`config.mk`:
```
export PLATFORM = sky130hd
export DESIGN_NAME = cam_pixel_framer
export DESIGN_NICKNAME = d
export VERILOG_FILES = /design/src/rtl/cam_pkg.sv /design/src/rtl/cam_pixel_framer_rgb565_to_luma.sv /design/src/rtl/cam_pixel_framer.sv
export SDC_FILE = /design/constraint.sdc
export NUM_CORES = 1
export LEC_CHECK = 0
export CORE_UTILIZATION = 48
export DETAILED_ROUTE_END_ITERATION = 10
export PLACE_DENSITY = 0.77
export SYNTH_ARGS = -nofsm -noshare
export SYNTH_HDL_FRONTEND = slang
export SYNTH_SLANG_ARGS = --single-unit
```
`constraint.sdc`:
```
create_clock -name pclk_i -period 2.71 [get_ports pclk_i]
set_input_delay 0.542 -clock pclk_i [delete_from_list [all_inputs] [get_ports pclk_i]]
set_output_delay 0.542 -clock pclk_i [all_outputs]
set_load 0.02 [all_outputs]
```
`src/rtl/cam_pkg.sv`:
```
// ----------------------------------------------------------------------------
// cam_pkg
// Shared types and constants for the camera pixel framer:
//   state_t          framer FSM states (IDLE, FRAME, DONE)
//   ERR_*            bit positions inside err_o
//   R_/G_/B_ HI/LO   RGB565 field slices
//   LUMA_*           fixed-point luma weights (sum to 256)
// ----------------------------------------------------------------------------
package cam_pkg;

    typedef enum logic [1:0] {
        IDLE  = 2'd0,
        FRAME = 2'd1,
        DONE  = 2'd2
    } state_t;

    localparam int ERR_SHORT_LINE  = 0;
    localparam int ERR_LONG_LINE   = 1;
    localparam int ERR_SHORT_FRAME = 2;

    localparam int R_HI = 15;
    localparam int R_LO = 11;
    localparam int G_HI = 10;
    localparam int G_LO = 5;
    localparam int B_HI = 4;
    localparam int B_LO = 0;

    localparam int LUMA_R = 77;
    localparam int LUMA_G = 150;
    localparam int LUMA_B = 29;

endpackage

```
`src/rtl/cam_pixel_framer_rgb565_to_luma.sv`:
```
// ----------------------------------------------------------------------------
// rgb565_to_luma
// Combinational RGB565 -> 8-bit luma conversion.
// Each field is widened to 8 bits by replicating its MSBs, then weighted by
// 77/150/29 and divided by 256. Full white maps exactly to 8'hFF.
// Ports:
//   pix_i   in  16  RGB565 pixel
//   luma_o  out  8  luma value
// ----------------------------------------------------------------------------
module rgb565_to_luma
    import cam_pkg::*;
(
    input  logic [15:0] pix_i,
    output logic [7:0]  luma_o
);

    logic [4:0]  r5;
    logic [5:0]  g6;
    logic [4:0]  b5;
    logic [7:0]  r8;
    logic [7:0]  g8;
    logic [7:0]  b8;
    logic [15:0] sum;

    assign r5 = pix_i[R_HI:R_LO];
    assign g6 = pix_i[G_HI:G_LO];
    assign b5 = pix_i[B_HI:B_LO];

    assign r8 = {r5, r5[4:2]};
    assign g8 = {g6, g6[5:4]};
    assign b8 = {b5, b5[4:2]};

    // Weights sum to 256, so the maximum sum is 255*256 and fits 16 bits.
    assign sum = 16'(LUMA_R) * 16'(r8)
               + 16'(LUMA_G) * 16'(g8)
               + 16'(LUMA_B) * 16'(b8);

    assign luma_o = 8'(sum >> 8);

endmodule

```
`src/rtl/cam_pixel_framer.sv`:
```
// ----------------------------------------------------------------------------
// cam_pixel_framer
// Assigns x/y coordinates to the assembled RGB565 pixel stream, applies a
// static crop window and emits a framed stream with sof/eol/eof sidebands.
// Geometry errors are reported as one-cycle pulses on err_o.
// All outputs are registered: one cycle latency from the accepted pixel.
//
// Optional build macro: CAM_PIXEL_FRAMER_GRAY_EN
//   defined   -> out_pixel_o = {8'h00, luma(pix_i)}
//   undefined -> out_pixel_o = pix_i
//
// Ports:
//   pclk_i       in   1   pixel clock
//   rst_i        in   1   asynchronous active-low reset
//   pix_valid_i  in   1   one-cycle strobe per pixel
//   pix_i        in  16   RGB565 pixel
//   vstart_i     in   1   frame-start pulse
//   hstart_i     in   1   line-start marker, coincident with first pixel
//   out_valid_o  out  1   cropped pixel valid
//   out_pixel_o  out 16   cropped pixel
//   x_o          out XW   column relative to CROP_X0
//   y_o          out YW   row relative to CROP_Y0
//   sof_o        out  1   first cropped pixel of frame
//   eol_o        out  1   last cropped pixel of line
//   eof_o        out  1   last cropped pixel of frame
//   err_o        out  3   [0] short line, [1] long line, [2] short frame
// ----------------------------------------------------------------------------
module cam_pixel_framer #(
    parameter int IMG_W   = 640,
    parameter int IMG_H   = 480,
    parameter int CROP_X0 = 0,
    parameter int CROP_Y0 = 0,
    parameter int CROP_W  = 640,
    parameter int CROP_H  = 480,
    parameter int XW      = 11,
    parameter int YW      = 10
) (
    input  logic          pclk_i,
    input  logic          rst_i,
    input  logic          pix_valid_i,
    input  logic [15:0]   pix_i,
    input  logic          vstart_i,
    input  logic          hstart_i,
    output logic          out_valid_o,
    output logic [15:0]   out_pixel_o,
    output logic [XW-1:0] x_o,
    output logic [YW-1:0] y_o,
    output logic          sof_o,
    output logic          eol_o,
    output logic          eof_o,
    output logic [2:0]    err_o
);

    import cam_pkg::*;

    localparam logic [XW-1:0] X_END   = XW'(IMG_W);
    localparam logic [YW-1:0] Y_LAST  = YW'(IMG_H - 1);
    localparam logic [XW-1:0] X_LO    = XW'(CROP_X0);
    localparam logic [YW-1:0] Y_LO    = YW'(CROP_Y0);
    localparam logic [XW-1:0] CW      = XW'(CROP_W);
    localparam logic [YW-1:0] CH      = YW'(CROP_H);
    localparam logic [XW-1:0] CW_LAST = XW'(CROP_W - 1);
    localparam logic [YW-1:0] CH_LAST = YW'(CROP_H - 1);

    state_t        state_q, state_d;
    logic [XW-1:0] x_q, x_d;
    logic [YW-1:0] y_q, y_d;
    logic [XW-1:0] px;
    logic [YW-1:0] py;
    logic          accept;
    logic [2:0]    err_d;

    logic [XW-1:0] x_rel;
    logic [YW-1:0] y_rel;
    logic          in_crop;
    logic          eol_d;
    logic [15:0]   pix_out;

    // NOTE: every signal driven here gets a default first, so no path leaves
    // it unassigned and no latch is inferred.
    always_comb begin
        state_d = state_q;
        x_d     = x_q;
        y_d     = y_q;
        px      = x_q;
        py      = y_q;
        accept  = 1'b0;
        err_d   = '0;

        unique case (state_q)
            IDLE, DONE: begin
                if (vstart_i) begin
                    state_d = FRAME;
                    x_d     = '0;
                    y_d     = '0;
                end
            end
            FRAME: begin
                if (vstart_i) begin
                    // Frame restarts; any pixel in this cycle is dropped.
                    err_d[ERR_SHORT_FRAME] = 1'b1;
                    x_d = '0;
                    y_d = '0;
                end else if (pix_valid_i) begin
                    if (hstart_i) begin
                        px     = '0;
                        accept = 1'b1;
                        // x==0 means the first line of the frame: y stays.
                        if (x_q != '0) begin
                            py = y_q + 1'b1;
                            if (x_q != X_END) begin
                                err_d[ERR_SHORT_LINE] = 1'b1;
                            end
                        end
                    end else if (x_q == X_END) begin
                        // Extra pixel past the line end: drop it, x saturates.
                        err_d[ERR_LONG_LINE] = 1'b1;
                    end else begin
                        accept = 1'b1;
                    end

                    if (accept) begin
                        x_d = px + 1'b1;
                        y_d = py;
                        if (x_d == X_END && py == Y_LAST) begin
                            state_d = DONE;
                        end
                    end
                end
            end
            default: state_d = IDLE;
        endcase
    end

    // A coordinate left of (or above) the window wraps to a value far beyond
    // the crop size, so a single unsigned compare covers both window edges.
    assign x_rel   = px - X_LO;
    assign y_rel   = py - Y_LO;
    assign in_crop = accept && (x_rel < CW) && (y_rel < CH);
    assign eol_d   = in_crop && (x_rel == CW_LAST);

`ifdef CAM_PIXEL_FRAMER_GRAY_EN
    logic [7:0] luma;

    rgb565_to_luma u_luma (
        .pix_i  (pix_i),
        .luma_o (luma)
    );

    assign pix_out = {8'h00, luma};
`else
    assign pix_out = pix_i;
`endif

    // NOTE: sequential state uses non-blocking assignments only, so every
    // register samples the pre-edge value of the others.
    always_ff @(posedge pclk_i or negedge rst_i) begin
        if (!rst_i) begin
            state_q <= IDLE;
            x_q     <= '0;
            y_q     <= '0;
        end else begin
            state_q <= state_d;
            x_q     <= x_d;
            y_q     <= y_d;
        end
    end

    // NOTE: the data/coordinate registers are reset too, so every output
    // reads 0 after reset, not just the qualifying valid.
    always_ff @(posedge pclk_i or negedge rst_i) begin
        if (!rst_i) begin
            out_valid_o <= 1'b0;
            out_pixel_o <= '0;
            x_o         <= '0;
            y_o         <= '0;
            sof_o       <= 1'b0;
            eol_o       <= 1'b0;
            eof_o       <= 1'b0;
            err_o       <= '0;
        end else begin
            out_valid_o <= in_crop;
            sof_o       <= in_crop && (x_rel == '0) && (y_rel == '0);
            eol_o       <= eol_d;
            eof_o       <= eol_d && (y_rel == CH_LAST);
            err_o       <= err_d;
            if (in_crop) begin
                out_pixel_o <= pix_out;
                x_o         <= x_rel;
                y_o         <= y_rel;
            end
        end
    end

endmodule

```
==> metrics.md, run 1 <==
| Metric | Value |
|---|---|
| Status | finished with violations |
| Failing checks | setup timing |
| Routed Antenna Nets | 0 |
| Area growth from synthesis to layout | 47.54% |
| Design area | 5258 um2 |
| Hold Buf Count CTS | 0 |
| Root Driver | clkbuf_8 |
| EDFF count, synth | 0 |
| Clock transition at path regs | 0.08 ns |
| RSZ-0062 raised after global routing | true |
| Reg2reg path depth | 7 |
| Syn Inst Count | 356 |
| Reg2Reg Launch Point | x_q[4] |
| I/O Buffers | 64 |
| Max Clock Skew | around 0.011 ns |
| Syn_nets | 379 |
| Worst r2r dst | out_pixel_o[12] |
| Final Total Pwr | about 2.7 mW |
| Worst setup EP type | flop |
| ANT cells | 0 |
| Share of layout cells above drive strength 1 | 0.2919 |
| Pwr/cell area | between 500 and 600 nW/um2 |
| Htree depth | 3 |
| Post-synth top flop | dfrtp_1 |
| CP Cell Sequence | or4_4 > or4b_4 > nand3_4 > xor2_4 > o41a_4 > buf_8 > mux2_4 |
| Clock tree buffer depth | 2 |
| Synth Area per Inst | 10.01 um2 |
| Critical Path Start Type | flop |
| Routed wl met3 | 635 um |
| CTS tree | yes |
| Clock Latency Late Sink | 0.36 ns |
| Placed insts | 559 |
| CP delay by family, top | simple AND/OR/NAND/NOR gates |
| Relative slew slack | 0.6202 |
| Cell Area, Synth | 3563 um2 |
| Initial antenna violation count | 0 |
| Worst endpoint data arrival time | 3.12 ns |
| DR vias | 3272 |
| CP max stage cell | or4b_4 |
| CP peak stage delay | 0.60 ns |
| Slew @ Worst Pin | 0.5696 ns |
| CTS buffer count | 9 |
| Drt drc | 0 |
| Die Y | 88.16 um |
| Achievable Freq | 347.5 MHz |
| Fin nets | 501 |
| Largest net degree at the start of global routing | 68 |
| Site Rows | 31 |
| Die extent in x | 88.16 um |
| Drt first pass iters | 4 |
| Synthesis-stage register bit count | between 60 and 70 |
| Yosys cell types | 60 |
| Total GRT Usage | 0.2641 |
| Async SR Flop Fraction | 1.000 |
| Gr ovfl total | 0 |
| Final period util | 1.062 |
| Initial detailed-routing violation count | 204 |
| Maximum vdd drop | 237.3 uV |
| Worst Path Max Fanout | 8 |
| Core Util, Final | 0.7288 |
| Worst setup path category | reg2reg |
| Req. time, crit path | 2.95 ns |
| Met1 WL | 4158 um |
| Dpl hpwl | 6795 um |
| Fin worst setup slack | -0.1674 ns |
| Detail Route met2 WL | about 5100 um |
| Vias per inst | 5.622 |
| CTS Sinks | 67 |
| Setup slack, reg-to-reg | -0.17 ns |
| Placed Area | between 4000 and 5000 um2 |
| Fillers | 511 |
| Fin. Hold Viols | 0 |
| Worst path depth | 7 |
| Final wirelength | 10070 um |
| Fin crit period | 2.877 ns |
| Starting Density | 0.4939 |
| Gp weighted congestion | between 0.9 and 1 |
| DR WL/cell | 17.31 um |
| Leak | 2.240 nW |
| DR top layer | met4 |
| # setup viols final | 36 |
| First-pass GRT wire length | 15370 um |
| Min-Delay Path Class | in2async |
| Max-cap violations | 0 |
| Num ports | 65 |
| Vias in the first global route | between 3000 and 4000 |
| Post-route insts no fill | approximately 580 |
| Yosys warns | 0 |
| Core area | 7214 um2 |
| Seq/Total Area, Yosys | 0.4705 |
| Die Footprint | 7772 um2 |
| Buf/Inv on CP | 1 |
| Pins Over Slew Limit | 0 |
-- cell usage after synthesis, types with 2 or more instances --
cell type,instances,area share
buf_2,6,0.0084
a31o_2,2,0.0049
and2_1,4,0.0070
buf_6,3,0.0095
nand2b_1,3,0.0053
mux2_4,2,0.0084
xor2_1,7,0.017
mux2_2,19,0.060
mux2i_1,13,0.037
nor2_1,24,0.025
nor4b_1,2,0.0049
clkbuf_1,18,0.019
a31oi_1,3,0.0053
nand4_1,6,0.011
nand4b_1,2,0.0049
o21ai_0,23,0.032
a21oi_1,9,0.013
nand3_1,13,0.018
nand2_1,27,0.028
xnor2_1,10,0.025
o21a_1,2,0.0042
a22oi_1,3,0.0063
nor3_1,10,0.014
a2bb2oi_1,3,0.0074
or4_4,2,0.0063
o211ai_1,2,0.0042
ha_1,2,0.0070
a22o_1,2,0.0049
nand3b_1,3,0.0063
or4_1,2,0.0042
or3_1,2,0.0035
nor4_1,3,0.0053
o31ai_1,5,0.011
o41ai_1,2,0.0049
nor2b_1,7,0.012
o22ai_1,2,0.0035
inv_1,13,0.014
dfrtp_1,67,0.47
and3_1,7,0.012
-- sequential cells by signal, summed over array words and instances (netlist names) --
register,count
x_q,11
y_o,10
y_q,10
sof_o,1
eol_o,1
x_o,11
out_pixel_o,16
state_q,2
out_valid_o,1
err_o,3
eof_o,1
-- worst reg2reg max path: cells and delay by family, from the launching register on --
kind | cells | cell delay (ns)
and+or+nand+nor | 3 | 1.28
AOI/OAI and AO/OA | 1 | 0.54
DFF | 1 | 0.40
muxes | 1 | 0.30
buffers and inverters | 1 | 0.16
xor gates and xnor gates | 1 | 0.09
-- cells in the final DEF, fill, tap and decap left out, drive strengths merged, types with 13 or more instances in the layout --
cell           instances
buf                   74
clkdlybuf4s50         62
dfrtp                 67
inv                   13
mux2                  21
mux2i                 13
nand2                 27
nand3                 13
nor2                  24
o21ai                 23
-- kinds of logic (layout without fill, tap and decap cells) --
kind of cell	Yosys count	after routing	share of synthesized area
AO/OA/AOI/OAI	71	71	0.1338
XOR/XNOR	17	17	0.04178
adder cells (fa/ha/maj)	2	2	0.007021
buffers and inverters	40	167	0.05056
flip-flops	67	67	0.4705
multiplexers	34	34	0.1050
AND/OR/NAND/NOR	125	125	0.1914
-- where the power goes --
| group | switching, mW | internal [mW] |
|---|---|---|
| clock | 0.419 | 0.708 |
| sequential | 0.0295 | 1.05 |
| combinational | 0.216 | 0.235 |
-- timing repair --
item / CTS / global route
gates resized for setup: 14 / 11
cloned: 0 / 1
pin swaps: 2 / 6
setup buffers: 5 / 1
setup endpoints to repair: 43 / 43
endpoints found under the hold margin: 0 / 0
-- layout make-up --
class                      instances  area [um2]  area share
clock buffer                      10       127.6     0.02427
clock inverter                     6       137.6     0.02618
inverter                          13       48.80    0.009281
multi-input combinational        249        1871      0.3558
sequential                        67        1677      0.3189
tap                               99       123.9     0.02356
timing repair buffer             138        1272      0.2420
-- metal layers --
layer,vias to the layer above,GRT usage
li1,1524,-
met1,1612,0.3426
met2,120,0.4455
met3,16,0.05184
met4,0,0.08358
met5,-,0
-- stage by stage --
| stage | TNS [ns] | setup WS [ns] | hold slack (ns) |
|---|---|---|---|
| after floorplan | -4.510 | -0.2432 | 0.2464 |
| after global placement | -18.16 | -0.4671 | 0.4761 |
| after detailed placement | -23.40 | -0.5846 | 0.4906 |
| after CTS | -3.923 | -0.1607 | 0.1996 |
| after global routing | -5.966 | -0.2070 | 0.2137 |
| final | -4.303 | -0.1674 | 0.1705 |
-- how the worst max path moves through the flow --
stage                                  to   startpoint  slack [ns]
final                     out_pixel_o[12]       x_q[4]       -0.17
after global routing       out_pixel_o[8]       x_q[5]       -0.21
after CTS                  out_pixel_o[8]       x_q[5]       -0.16
after detailed placement   out_pixel_o[8]  pix_valid_i       -0.58
after global placement             y_o[1]  pix_valid_i       -0.47
after floorplan           out_pixel_o[11]       x_q[5]       -0.24
Power figures use the tool's default switching activity.
==> inputs of run 2 (changes only) <==
--- a/config.mk
+++ b/config.mk
@@ -6,6 +6,7 @@
 export NUM_CORES = 1
 export LEC_CHECK = 0
 export CORE_UTILIZATION = 48
+export CTS_CLUSTER_DIAMETER = 30
 export DETAILED_ROUTE_END_ITERATION = 10
 export PLACE_DENSITY = 0.77
 export SYNTH_ARGS = -nofsm -noshare
==> results of run 2 <==
Same layout as run 1: the final DEF is identical, and so are final timing and power.
==> inputs of run 3 (changes only) <==
--- a/config.mk
+++ b/config.mk
@@ -5,10 +5,12 @@
 export SDC_FILE = /design/constraint.sdc
 export NUM_CORES = 1
 export LEC_CHECK = 0
+export ABC_CLOCK_PERIOD_IN_PS = 2710
 export CORE_UTILIZATION = 48
 export CTS_CLUSTER_DIAMETER = 30
 export DETAILED_ROUTE_END_ITERATION = 10
-export PLACE_DENSITY = 0.77
+export MAX_ROUTING_LAYER = met4
+export PLACE_DENSITY_LB_ADDON = 0.3
 export SYNTH_ARGS = -nofsm -noshare
 export SYNTH_HDL_FRONTEND = slang
 export SYNTH_SLANG_ARGS = --single-unit
==> run 3 against run 2 <==
  * The flow still finishes with violations (setup timing)
  * Sequential power is essentially flat
  * Core utilization is 0.56 points lower
  * Critical path type unchanged
  * Cell count is 0.52% higher
  * Largest cell class unchanged
  * Fmax down 2.5%
  * Global-route usage grew 1.4 points
  * Total power decreased by 9.9%
  * Largest power group is now sequential cells
  * Worst setup slack got worse by 0.074 ns
  * First-iteration DRC count decreased by 18%
  * Routed wire length shrank 0.18%
  * Non-clock buffer count up 3
==> metrics.md, run 3 (same netlist as run 1, synthesis figures left out) <==
| Metric | Value |
|---|---|
| RSZ-0062 raised after global routing | true (unchanged) |
| Critical Path Start Type | flop (unchanged) |
| Initial detailed-routing violation count | 167 (was 204) |
| Most flops, register | out_pixel_o (unchanged) |
| Worst setup path category | reg2reg (unchanged) |
| Failing checks | setup timing (unchanged) |
| Drt drc | 0 (unchanged) |
| ANT cells | 0 (unchanged) |
| CTS Sinks | 67 (unchanged) |
| First-pass GRT wire length | 15710 um (was 15370 um) |
| Die extent in x | 88.16 um (unchanged) |
| Fin nets | 504 (was 501) |
| Clock Latency Late Sink | 0.35 ns (was 0.36 ns) |
| Core area | 7214 um2 (unchanged) |
| Routed Antenna Nets | 0 (unchanged) |
| Clock transition at path regs | 0.08 ns (about the same) |
| Share of layout cells above drive strength 1 | 0.2984 (was 0.2919) |
| Clock tree buffer depth | 2 (unchanged) |
| Fin crit period | 2.952 ns (was 2.877 ns) |
| Relative slew slack | 0.4948 (was 0.6202) |
| Vias in the first global route | 3090 (was 3058) |
| Final period util | 1.089 (was 1.062) |
| Leak | 2.226 nW (was 2.240 nW) |
| Final wirelength | 10060 um (was 10070 um) |
| Achievable Freq | 338.8 MHz (was 347.5 MHz) |
| Placed Area | 4807 um2 (was 4786 um2) |
| Num ports | 65 (unchanged) |
| Final Total Pwr | 2.396 mW (was 2.661 mW) |
| Min-Delay Path Class | in2async (unchanged) |
| Max Clock Skew | 0.008736 ns (was 0.01118 ns) |
| Status | finished with violations (unchanged) |
| Fin worst setup slack | -0.2417 ns (was -0.1674 ns) |
| Worst Path Max Fanout | 5 (was 8) |
| # setup viols final | 37 (was 36) |
| Starting Density | 0.4939 (unchanged) |
| Die Footprint | 7772 um2 (unchanged) |
| Gp weighted congestion | 1.002 (was 0.9387) |
| Max reg flops | 16 (unchanged) |
| Dpl ws | -0.5853 ns (was -0.5846 ns) |
| Fin. Hold Viols | 0 (unchanged) |
| I/O Buffers | 64 (unchanged) |
| Drt first pass iters | 5 (was 4) |
| Commonest non-fill, non-tap cells in the layout | dfrtp_1 (67), buf_4 (66), clkdlybuf4s50_1 (62) (was dfrtp_1 (67), buf_4 (67), clkdlybuf4s50_1 (62)) |
| Area growth from synthesis to layout | 46.42% (was 47.54%) |
| Initial antenna violation count | 0 (unchanged) |
| Site Rows | 31 (unchanged) |
| Largest net degree at the start of global routing | 36 (was 68) |
| Worst setup EP type | flop (unchanged) |
| Most common library cell in the layout ignoring fill and taps | dfrtp_1 |
| Htree depth | 3 (unchanged) |
| Root Driver | clkbuf_8 (unchanged) |
| Pwr/cell area | 459.2 nW/um2 (was 506.1 nW/um2) |
| Design area | 5218 um2 (was 5258 um2) |
| DR WL/cell | 17.19 um (was 17.31 um) |
| Max-cap violations | 0 (unchanged) |
| Slew @ Worst Pin | 0.7577 ns (was 0.5696 ns) |
| Dpl hpwl | 7141 um (was 6795 um) |
| Gr ovfl total | 0 (unchanged) |
| DR vias | 3249 (was 3272) |
| Biggest regs | out_pixel_o (16), x_o (11), x_q (11) (unchanged) |
| Total GRT Usage | 0.2784 (was 0.2641) |
| Req. time, crit path | 2.95 ns (about the same) |
| Maximum vdd drop | 244.6 uV (was 237.3 uV) |
| Die Y | 88.16 um (unchanged) |
| Worst endpoint data arrival time | 3.19 ns (was 3.12 ns) |
| CTS buffer count | 9 (unchanged) |
| CTS tree | yes (unchanged) |
| Vias per inst | 5.554 (was 5.622) |
| Fillers | 528 (was 511) |
| Pins Over Slew Limit | 0 (unchanged) |
[run 3: repair_timing]
action | in CTS | in global routing
setup buffers | 5 | 3
gates resized for setup | 14 | 13
gates cloned | 1 | 1
pin swaps | 5 | 3
hold buffers | 0 | 0
endpoints found under the setup margin | 41 | 58
[run 3: through the flow]
step / utilization / hold WS (ns) / cells / TNS (ns)
floorplan: - / 0.2464 / 356 / -4.510
global placement: 0.6663 / 0.4778 / 561 / -19.86
detailed placement: 0.6663 / 0.4859 / 561 / -24.28
CTS: 0.7102 / 0.2717 / 582 / -5.315
global route: 0.7232 / 0.3170 / 585 / -9.651
finish: 0.7232 / 0.2530 / 585 / -7.619
[run 3: critical path, cell delays in order (launching register included)]
cell and delay, ns:
dfrtp_1 0.38, or4_4 0.55, buf_6 0.14, nor4b_4 0.35, buf_4 0.20, nor3_4 0.05
xnor2_2 0.13, o41a_4 0.57, clkbuf_16 0.19, mux2_2 0.27
[run 3: final cells by class]
cell class                      count  area, um2  share of cell area
Multi-Input combinational cell    249       1849              0.3544
Sequential cell                    67       1677              0.3213
Timing Repair Buffer              141       1319              0.2528
Clock buffer                        9      123.9             0.02374
Tap cell                           99      123.9             0.02374
Clock inverter                      7      76.32             0.01463
Inverter                           13      48.80            0.009353
[run 3: where the power goes]
part	switching, mW	leakage, nW	internal [mW]
sequential	0.0305	0.880	1.05
clock	0.421	0.0962	0.431
combinational	0.217	1.25	0.243
[run 3: final timing paths]
check,from,to,slack [ns],cells after the start
worst max-delay path,x_q[10],y_o[1],-0.24,9
worst min-delay path,rst_i,out_pixel_o[12],0.25,1
worst max register to register,x_q[10],y_o[1],-0.24,9
worst min register to register,out_pixel_o[3],out_pixel_o[3],0.51,1
max in group asynchronous,rst_i,x_q[9],1.82,2
min in group pclk_i,out_pixel_o[3],out_pixel_o[3],0.51,1
[run 3: routing by layer]
metal,part of all wire,track usage
met5,0,-
met4,0.016,0.09677
met3,0.060,0.06221
met2,0.49,0.4364
met1,0.44,0.3550
